[src/rtl/uart_pkg.sv]
// Shared UART definitions: receiver state encoding, default frame geometry, line idle level.
package uart_pkg;

  typedef enum logic [2:0] {
    IDLE,
    START,
    DATA,
    STOP,
    WAIT_HIGH
  } rx_state_t;

  localparam int   DEF_DBIT         = 8;
  localparam int   DEF_CLKS_PER_BIT = 16;
  localparam logic LINE_IDLE        = 1'b1;

endpackage

[src/rtl/uart_sync.sv]
// Two-flop synchroniser for an asynchronous single-bit input; 2 cycles latency, no backpressure.
module uart_sync
  import uart_pkg::*;
#(
  parameter logic RST_VAL = LINE_IDLE
) (
  input  logic clk,
  input  logic reset,
  input  logic d,
  output logic q
);

  logic meta;

  always_ff @(posedge clk or negedge reset) begin
    if (!reset) begin
      meta <= RST_VAL;
      q    <= RST_VAL;
    end else begin
      meta <= d;
      q    <= meta;
    end
  end

endmodule

[src/rtl/uart_rx.sv]
// 8N1 UART receiver, mid-bit sampling; byte appears 155 cycles after the start edge at defaults.
// Valid/ready holding register: a byte completing while the register is full is dropped (overrun).
module uart_rx
  import uart_pkg::*;
#(
  parameter int DBIT         = DEF_DBIT,
  parameter int CLKS_PER_BIT = DEF_CLKS_PER_BIT
) (
  input  logic       clk,
  input  logic       reset,
  input  logic       rx,
  input  logic       rx_ready,
  output logic [7:0] d_rx,
  output logic       rx_valid,
  output logic       frame_err,
  output logic       overrun
);

  localparam int TW   = $clog2(CLKS_PER_BIT);
  localparam int BW   = (DBIT > 1) ? $clog2(DBIT) : 1;
  localparam int HALF = CLKS_PER_BIT / 2;

  logic            rx_s;
  rx_state_t       state;
  logic [TW-1:0]   tick;
  logic [BW-1:0]   bit_cnt;
  logic [DBIT-1:0] sh;
  logic [7:0]      byte_ext;
  logic [1:0]      settle;
  logic            armed;

  uart_sync #(.RST_VAL(LINE_IDLE)) u_sync (
    .clk   (clk),
    .reset (reset),
    .d     (rx),
    .q     (rx_s)
  );

  assign byte_ext = 8'(sh);

  // After reset the synchroniser holds a fake idle level for two cycles; only once it
  // carries the real line is the receiver armed, and a line found low waits for a break.
  always_ff @(posedge clk or negedge reset) begin
    if (!reset) begin
      state     <= IDLE;
      tick      <= '0;
      bit_cnt   <= '0;
      sh        <= '0;
      settle    <= '0;
      armed     <= 1'b0;
      d_rx      <= '0;
      rx_valid  <= 1'b0;
      frame_err <= 1'b0;
      overrun   <= 1'b0;
    end else begin
      frame_err <= 1'b0;
      overrun   <= 1'b0;
      if (settle != 2'd2) settle <= settle + 2'd1;
      if (rx_valid && rx_ready) rx_valid <= 1'b0;

      case (state)
        IDLE: begin
          if (!armed) begin
            if (settle == 2'd2) begin
              if (rx_s == LINE_IDLE) armed <= 1'b1;
              else                   state <= WAIT_HIGH;
            end
          end else if (rx_s != LINE_IDLE) begin
            state <= START;
            tick  <= '0;
          end
        end

        START: begin
          if (tick == TW'(HALF - 1)) begin
            tick    <= '0;
            bit_cnt <= '0;
            state   <= (rx_s != LINE_IDLE) ? DATA : IDLE;
          end else begin
            tick <= tick + 1'b1;
          end
        end

        DATA: begin
          if (tick == TW'(CLKS_PER_BIT - 1)) begin
            tick <= '0;
            sh   <= (sh >> 1) | (DBIT'(rx_s) << (DBIT - 1));
            if (bit_cnt == BW'(DBIT - 1)) state <= STOP;
            else                          bit_cnt <= bit_cnt + 1'b1;
          end else begin
            tick <= tick + 1'b1;
          end
        end

        STOP: begin
          if (tick == TW'(CLKS_PER_BIT - 1)) begin
            tick <= '0;
            if (rx_s == LINE_IDLE) begin
              state <= IDLE;
              // Loading overrides the handshake clear above when both happen together.
              if (!rx_valid || rx_ready) begin
                d_rx     <= byte_ext;
                rx_valid <= 1'b1;
              end else begin
                overrun <= 1'b1;
              end
            end else begin
              state     <= WAIT_HIGH;
              frame_err <= 1'b1;
            end
          end else begin
            tick <= tick + 1'b1;
          end
        end

        WAIT_HIGH: begin
          if (rx_s == LINE_IDLE) begin
            state <= IDLE;
            armed <= 1'b1;
          end
        end

        default: state <= IDLE;
      endcase
    end
  end

endmodule

[config.mk]
export PLATFORM = sky130hd
export DESIGN_NAME = uart_rx
export DESIGN_NICKNAME = d
export VERILOG_FILES = /design/src/rtl/uart_pkg.sv /design/src/rtl/uart_sync.sv /design/src/rtl/uart_rx.sv
export SDC_FILE = /design/constraint.sdc
export NUM_CORES = 1
export LEC_CHECK = 0
export ABC_CLOCK_PERIOD_IN_PS = 2390
export CELL_PAD_IN_SITES_DETAIL_PLACEMENT = 1
export CELL_PAD_IN_SITES_GLOBAL_PLACEMENT = 2
export CORE_ASPECT_RATIO = 1.5
export CORE_MARGIN = 1
export CORE_UTILIZATION = 40
export CTS_CLUSTER_DIAMETER = 150
export DETAILED_ROUTE_END_ITERATION = 16
export PLACE_DENSITY = 0.77
export SLEW_MARGIN = 20
export SYNTH_ARGS = -nofsm -noshare
export SYNTH_HDL_FRONTEND = slang
export SYNTH_HIERARCHICAL = 1
export SYNTH_SLANG_ARGS = --single-unit
[constraint.sdc]
create_clock -name clk -period 2.39 [get_ports clk]
set_input_delay 0.478 -clock clk [delete_from_list [all_inputs] [get_ports clk]]
set_output_delay 0.478 -clock clk [all_outputs]
set_load 0.02 [all_outputs]
==> Yosys cells after proc, flatten, opt, wreduce, memory -nomap -nowiden <==
Index checks and enable logic that the tools add are counted.
{ "word_totals": {"register_bits": 34, "in_bits": 4, "output_inout_bits": 11, "word_cells": 86} }
{ "classes": {"n_addsub": 3, "eq_ne": 18, "muxes": 38, "bitwise": 1, "n_reduce_logical": 14} }
{ "ops": {"columns": ["cell", "n"], "rows": [
  ["3-bit 2-to-1 mux", 13],
  ["1-bit 2-to-1 mux", 16],
  ["4-bit 2-to-1 mux", 4],
  ["2-bit inequality test, second input constant", 8],
  ["3-bit case mux with 5 select lines", 1],
  ["4-bit case mux with 3 select lines", 1],
  ["7-bit by 8-bit OR with 8-bit output", 1],
  ["4-bit AND reduction", 2],
  ["7-bit AND reduction", 1],
  ["3-bit by 2-bit == test with 1-bit output, second input constant", 2],
  ["3-bit == test, second input constant", 2],
  ["3-bit case mux with 2 select lines", 1],
  ["4-bit by 1-bit adder with 4-bit output, second input constant", 1],
  ["4-bit by 3-bit == test with 1-bit output, second input constant", 1],
  ["4-bit == test, second input constant", 1],
  ["2-bit AND reduction", 2],
  ["2-bit nonzero test", 2],
  ["3-bit by 1-bit adder with 3-bit output, second input constant", 1],
  ["3-bit by 1-bit == test with 1-bit output, second input constant", 1],
  ["3-bit zero test", 1],
  ["3-bit inequality test, second input constant", 1],
  ["3-bit AND reduction", 1],
  ["3-bit nonzero test", 1],
  ["2-bit by 1-bit adder with 2-bit output, second input constant", 1],
  ["8 further kinds", 8]
]} }

==> Depth between registers and ports, before layout <==
Gate-level depths: netlist of run 1.
{ "depth": {"word_depth": 6, "mapped_depth": 6, "depth_no_buf": 6} }

==> Cells and area by module <==
Netlist of run 1, hierarchy kept.
{ "by_module_without_submodules": {"columns": ["mod", "instances", "cells_per_inst", "area_per_inst_um2", "seq_area_each_um2"], "rows": [
  ["uart_rx", 1, 129, 1576.5, 800.8],
  ["uart_sync", 1, 2, 52.6, 52.6]
]} }

==> Worst setup path before layout of run 1 <==
OpenSTA, ideal clock, no wires.
{ "synth_timing": {"path_type": "reg2reg", "from": "reg bit_cnt[0]", "to": "reg bit_cnt[0]", "setup_time_ps": 128, "arrival_ps": 1505, "t_required_ps": 2262, "slack_ps": 758, "stages_incl_launch_ff": 6, "path_buffers": 0, "period_less_slack_ps": 1632, "cell_sequence": "dfrtp_1 > ha_1 > ha_1 > o32ai_2 > nand4_1 > mux2_1"} }
{ "synth_between": {"elab_chain_len": 4, "word_cells_on_any_way": 7, "cone_classes": "add/sub: 1; eq/ne: 2; mux: 3; reduce/logical: 1"} }
{ "synth_rtl": {"columns": ["element", "line_no", "text"], "rows": [
  ["start: declaration", "uart_rx.sv:26", "logic [BW-1:0] bit_cnt;"],
  ["start signal: assignment", "uart_rx.sv:89", "else bit_cnt <= bit_cnt + 1'b1;"],
  ["3-bit by 1-bit adder with 3-bit output", "uart_rx.sv:89", null],
  ["3-bit 2-to-1 mux", "uart_rx.sv:88", "if (bit_cnt == BW'(DBIT - 1)) state <= STOP;"],
  ["3-bit 2-to-1 mux", "uart_rx.sv:85", "if (tick == TW'(CLKS_PER_BIT - 1)) begin"],
  ["3-bit case mux with 2 select lines", "uart_rx.sv:61", "case (state)"]
]} }
Parallel ways exist; a longest one is shown, timed or not. The select of a mux whose other input is x is not followed.
A chain may end at the register's enable or synchronous reset.

==> Final worst setup path of run 1 <==
{ "layout_timing": {"from": "reg tick[0]", "to": "reg sh[1] (netlist: byte_ext[1])"} }
{ "layout_between": {"elab_chain_len": 2} }
{ "layout_rtl": {"columns": ["element", "line_no", "text"], "rows": [
  ["start: declaration", "uart_rx.sv:25", "logic [TW-1:0] tick;"],
  ["start signal: assignment", "uart_rx.sv:80", "tick <= tick + 1'b1;"],
  ["start signal: assignment", "uart_rx.sv:91", "tick <= tick + 1'b1;"],
  ["start signal: assignment", "uart_rx.sv:112", "tick <= tick + 1'b1;"],
  ["4-bit == test", "uart_rx.sv:85", null],
  ["2-bit AND reduction (no source line)", null, null],
  ["end signal: assignment", "uart_rx.sv:87", "sh <= (sh >> 1) | (DBIT'(rx_s) << (DBIT - 1));"],
  ["end: declaration", "uart_rx.sv:27", "logic [DBIT-1:0] sh;"]
]} }
Every way passes these cells.

==> run metrics, run 1 <==
syn avg cell area 12.4 um2; post-route minimum period 1.82 ns; Mapped Area 1630 um2; die span in y 80.2 um; global-route usage over all layers 17.1%; Tot Pwr 1.47 mW; CP arrival 1.99 ns; Synth Net Count 139; DRT iter0 DRCs 8; Hold Crit Depth 0; pin count of the biggest net entering global routing 24; period utilization 76.3%; Leakage 0.929 nW; Area growth, synth to finish 16.0%; Max-Cap Viols 0; synth unique cells 34; H-Tree Depth 2; top-area cell type share of the netlist area 49.2%; clock-pin slew on the worst setup and hold paths 0.07 ns; CTS tree done; crit-path max FO 8; Least-Margin Pin Slew 0.626 ns; Post-DP HPWL 2330 um; Max Transition Viols Final 0; vias per inst 5.46; peak supply drop 0.540 mV; register area 853 um2; core area 3920 um2; min-delay worst type reg -> reg; routability congestion estimate 0.763; Final #Nets 154; outcome finished clean; total gr overflow 0; post-synthesis sequential area ratio 52.4%; via count 1048; RSZ-0062 raised after global routing false; vias in the first global route 1110; R2R cell count 4; final wirelength 3060 um; Ant. Diodes 0; Initial Utilization 41.5%; setup violators final 0; Ys Warns 6; Critical-path top delay cell nand2b_1; Worst path max stage delay 0.42 ns; antenna-violating nets left 0; reg2reg setup slack 0.57 ns; total CTS buffers 5; Multi-input gate area 709 um2; Synth area leader dfrtp_1; Final Hold Fails 0; worst-skew pair later-pin latency 0.28 ns; # IOs 15; top cells by area, synth dfrtp_1 (49%), mux2_4 (15%), dfstp_2 (3.2%), ha_1 (3.1%), nand2_1 (3.0%); CP startpoint kind flip-flop; first-pass GRT wire length 5280 um; CP required 2.55 ns; cts hold-fix bufs 0; post-route setup TNS 0 ns; Wirelength per Cell 16.0 um; # port buffers 14; clk sinks 34; FF+latch count, synth 34; row cnt 28; Setup Fix Bufs, Post-CTS 0; final clock skew 0.00464 ns; Resized cells post-CTS 0; CP Class reg -> reg; Clock Tree Buf Depth 2; Max-Slew Margin vs Limit 58.2%; Worst Setup End Kind flip-flop; Post-Syn Instances 131; initial antenna violation count 0; die area 4340 um2; fmax 0.548 GHz; layout cells sized above 1 23.1%; Hold WS 0.360 ns; Fillers 424; drc violations 0; root buf cell clkbuf_8; Cell Pwr Density 779 nW/um2; first-pass detailed-route iteration total 4; crit path cell chain ha_1 -> nand4_2 -> nand2b_1 -> mux2_4; Die W 54.1 um
==> final cells by class <==
type                       instances  share of cell area (%)
multi-input combinational         86                    37.5
tap                               45                    2.98
inverter                           3                   0.596
sequential                        34                    45.2
clock buffer                       7                    4.57
clock inverter                     1                   0.265
timing repair buffer              16                    8.87
==> worst paths after layout <==
check	end	startpoint
setup / recovery	byte_ext[1]	tick[0]
max in group asynchronous	settle[0]	reset
min in group asynchronous	state[2]	reset
setup reg to reg	byte_ext[1]	tick[0]
hold reg to reg	u_sync/q	u_sync/meta
hold / removal	u_sync/q	u_sync/meta
==> layout by cell type (no fill, tap or decap), types with 3 or more instances in the layout <==
cell type and count:
clkbuf_8 6, clkdlybuf4s50_1 14, dfrtp_1 32, ha_1 4, inv_1 3, mux2_1 3
mux2_4 16, nand2_1 13, nand2b_1 5, nor2_1 8, o21ai_0 9
==> critical path, delay by kind of cell, from the launching register on <==
family	cells	cell delay, ns
flip-flops	1	0.39
adder cells (fa/ha/maj)	1	0.30
AND/OR/NAND/NOR	2	0.61
multiplexers	1	0.40
==> cell families (layout without fill, tap and decap cells) <==
group | Yosys count | in the layout | synth area share [%]
AOI/OAI and AO/OA | 23 | 23 | 10.1
xor gates and xnor gates | 2 | 2 | 1.08
adders and majority gates | 4 | 4 | 3.07
buffers and inverters | 11 | 27 | 4.07
DFF | 34 | 34 | 52.4
muxes | 19 | 19 | 16.8
and+or+nand+nor | 38 | 38 | 12.4
==> flip-flops by register name, indices dropped and copies added, names as in the netlist <==
name and flops:
d_rx 8, tick 4, settle 2, byte_ext 8
overrun 1, u_sync/meta 1, bit_cnt 3, state 3
frame_err 1, rx_valid 1, armed 1, u_sync/q 1
==> metrics by stage <==
| step | cell area, um2 | cells | util, % | worst slack (ns) |
|---|---|---|---|---|
| 5_1_grt | 1890 | 192 | 48.2 | 0.430 |
| 2_1_floorplan | 1630 | 131 | - | 0.758 |
| 3_3_place_gp | 1800 | 184 | 45.8 | 0.610 |
| 3_5_place_dp | 1800 | 184 | 45.8 | 0.566 |
| 6_report | 1890 | 192 | 48.2 | 0.565 |
| 4_1_cts | 1890 | 192 | 48.2 | 0.550 |
==> per-layer routing <==
metal / vias up / track usage [%] / wire [um]
met1: 539 / 18.3 / 1200
met3: 8 / 4.17 / 69
li1: 486 / - / -
met5: - / 0 / 0
met2: 15 / 30.2 / 1710
met4: 0 / 7.69 / 82
==> report_power, final <==
part           switching (mW)  leakage (nW)  internal [mW]
clock                   0.196        0.0482          0.232
combinational           0.178         0.434          0.137
sequential             0.0969         0.447          0.631
total                   0.471         0.929           1.00
==> synth_stat cells <==
| cell type | instances |
|---|---|
| o32ai_1 | 2 |
| xnor2_1 | 1 |
| a21oi_1 | 2 |
| xor2_1 | 1 |
| mux2_1 | 3 |
| buf_4 | 1 |
| inv_1 | 3 |
| o21ba_2 | 1 |
| o21ai_0 | 9 |
| o2111ai_1 | 2 |
| mux2_4 | 16 |
| o21ai_1 | 1 |
| o211ai_2 | 1 |
| and3_1 | 2 |
| nand4_1 | 1 |
| a21o_1 | 2 |
| dfrtp_1 | 32 |
| buf_2 | 5 |
| a22o_1 | 1 |
| nor3_1 | 2 |
| dfstp_2 | 2 |
| or3_1 | 1 |
| nor2_1 | 8 |
| or2_2 | 1 |
| nand4_2 | 1 |
| ha_1 | 4 |
| nand3_1 | 2 |
| nand2_1 | 13 |
| o32ai_2 | 1 |
| nor2_4 | 1 |
| buf_6 | 2 |
| o211ai_1 | 1 |
| nand2b_1 | 5 |
| nand3_4 | 1 |
Power figures use the tool's default switching activity.
==> run 2, diff against run 1 <==
--- a/config.mk
+++ b/config.mk
@@ -5,15 +5,15 @@
 export SDC_FILE = /design/constraint.sdc
 export NUM_CORES = 1
 export LEC_CHECK = 0
-export ABC_CLOCK_PERIOD_IN_PS = 2390
+export ABC_CLOCK_PERIOD_IN_PS = 1800
 export CELL_PAD_IN_SITES_DETAIL_PLACEMENT = 1
 export CELL_PAD_IN_SITES_GLOBAL_PLACEMENT = 2
 export CORE_ASPECT_RATIO = 1.5
 export CORE_MARGIN = 1
-export CORE_UTILIZATION = 40
+export CORE_UTILIZATION = 38
 export CTS_CLUSTER_DIAMETER = 150
 export DETAILED_ROUTE_END_ITERATION = 16
-export PLACE_DENSITY = 0.77
+export PLACE_DENSITY = 0.74
 export SLEW_MARGIN = 20
 export SYNTH_ARGS = -nofsm -noshare
 export SYNTH_HDL_FRONTEND = slang
==> constraint.sdc (replaced) <==
create_clock -name clk -period 1.8 [get_ports clk]
set_input_delay 0.36 -clock clk [delete_from_list [all_inputs] [get_ports clk]]
set_output_delay 0.36 -clock clk [all_outputs]
set_load 0.02 [all_outputs]
==> run 2 against run 1 <==
Utilization rose by 1.4 points. Critical endpoint is now bit_cnt[2]. First-iteration DRC count rose to 2.5 times the previous value. Highest routed layer unchanged. Via count barely moved. Global-route usage fell by 1.5 points. Clock power rose by 97%.
==> run metrics, run 2 (same netlist as run 1, synthesis figures left out) <==
fmax 0.573 GHz; Cell Pwr Density 1150 nW/um2; post-route setup TNS 0 ns; routability congestion estimate 0.722; cell family with most CP delay flip-flops; total CTS buffers 5; metal1 wirelength 1280 um; drc violations 0; Ant. Diodes 0; Tot Pwr 2.29 mW; Routed met2 length 1850 um; root buf cell clkbuf_8; first-pass GRT wire length 5490 um; global-route usage over all layers 15.6%; # port buffers 14; Max Transition Viols Final 0; layout cells sized above 1 29.4%; Met3 Routed Length 68 um; vias per inst 5.30; Hold WS 0.359 ns; Final #Nets 160; Clock Tree Buf Depth 2; CP startpoint kind flip-flop; initial antenna violation count 0; Critical-path top delay cell dfrtp_1; H-Tree Depth 2; crit path buf inv count 0; die area 4560 um2; uppermost layer routed met4; antenna-violating nets left 0; setup violators final 0; Worst path max stage delay 0.40 ns; crit path cell chain ha_1 -> ha_2 -> o32ai_2 -> nand4_1 -> mux2_4; Initial Utilization 40.4%; CP arrival 1.91 ns; CTS tree done; min-delay worst type reg -> reg; # IOs 15; final wirelength 3210 um; vias in the first global route 1157; row cnt 28; Post-DP HPWL 2350 um; post-route minimum period 1.75 ns; clock-pin slew on the worst setup and hold paths 0.07 ns; Final Core Density 49.5%; via count 1049; Area growth, synth to finish 22.4%; Die W 55.5 um; outcome finished clean; die span in y 82.2 um; Final Hold Fails 0; final clock skew 0.00360 ns; Least-Margin Pin Slew 0.424 ns; Max-Slew Margin vs Limit 71.5%; CP required 1.97 ns; commonest non-fill, non-tap cell in the layout dfrtp_1; pin count of the biggest net entering global routing 35; first-pass detailed-route iteration total 4; crit-path max FO 3; Wirelength per Cell 16.2 um; clk sinks 34; cts hold-fix bufs 0; core area 4030 um2; total gr overflow 0; DRT iter0 DRCs 20; Max-Cap Viols 0; CP Class reg -> reg; worst-skew pair later-pin latency 0.28 ns; peak supply drop 0.606 mV; Leakage 0.987 nW; most frequent cells in the layout dfrtp_1 (32), mux2_4 (19), clkdlybuf4s50_1 (14); period utilization 97.0%; Worst Setup End Kind flip-flop
==> run 2: what timing repair did <==
action	CTS	global route
setup buffers	0	2
setup endpoints to repair	0	3
gates resized for setup	0	4
==> run 2: area by class of cell <==
cell class              instances  area, um2
well taps                      45       56.3
fillers                       440       2030
clock inverters                 3       68.8
inverters                       3       11.3
multi-input cells              86        723
repair buffers                 22        213
flip-flops and latches         34        853
clock buffers                   5       68.8
==> run 2: final timing paths <==
kind	start	endpoint	slack, ns	cells past startpoint
max	bit_cnt[1]	bit_cnt[2]	0.05	5
min	u_sync/meta	u_sync/q	0.36	0
max reg2reg	bit_cnt[1]	bit_cnt[2]	0.05	5
min reg2reg	u_sync/meta	u_sync/q	0.36	0
max in group asynchronous	reset	u_sync/meta	0.99	2
min in group asynchronous	reset	d_rx[1]	0.48	2
==> run 2: where the power goes <==
part / internal [mW] / total (mW) / switching [mW]
Clock: 0.555 / 0.844 / 0.289
Combinational: 0.224 / 0.478 / 0.255
Sequential: 0.837 / 0.964 / 0.127
==> run 2: through the flow <==
step                      setup WS [ns]  area, um2  cells
after global placement            0.124       1830    188
after floorplan                   0.168       1630    131
after global routing            -0.0232       1990    198
after detailed placement         0.0216       1830    188
final                            0.0543       1990    198
after CTS                       0.00701       1970    196
==> run 2: layer usage <==
layer / track usage, % / vias to the layer above
li1: - / 497
met5: 0 / -
met3: 3.27 / 2
met2: 29.9 / 13
met4: 5.25 / 0
met1: 17.1 / 537
==> run 3, diff against run 2 <==
--- a/config.mk
+++ b/config.mk
@@ -11,10 +11,9 @@
 export CORE_ASPECT_RATIO = 1.5
 export CORE_MARGIN = 1
 export CORE_UTILIZATION = 38
-export CTS_CLUSTER_DIAMETER = 150
+export CTS_CLUSTER_DIAMETER = 30
 export DETAILED_ROUTE_END_ITERATION = 16
 export PLACE_DENSITY = 0.74
-export SLEW_MARGIN = 20
 export SYNTH_ARGS = -nofsm -noshare
 export SYNTH_HDL_FRONTEND = slang
 export SYNTH_HIERARCHICAL = 1
==> results of run 3 <==
Same layout as run 2: the final DEF is identical, and so are final timing and power.
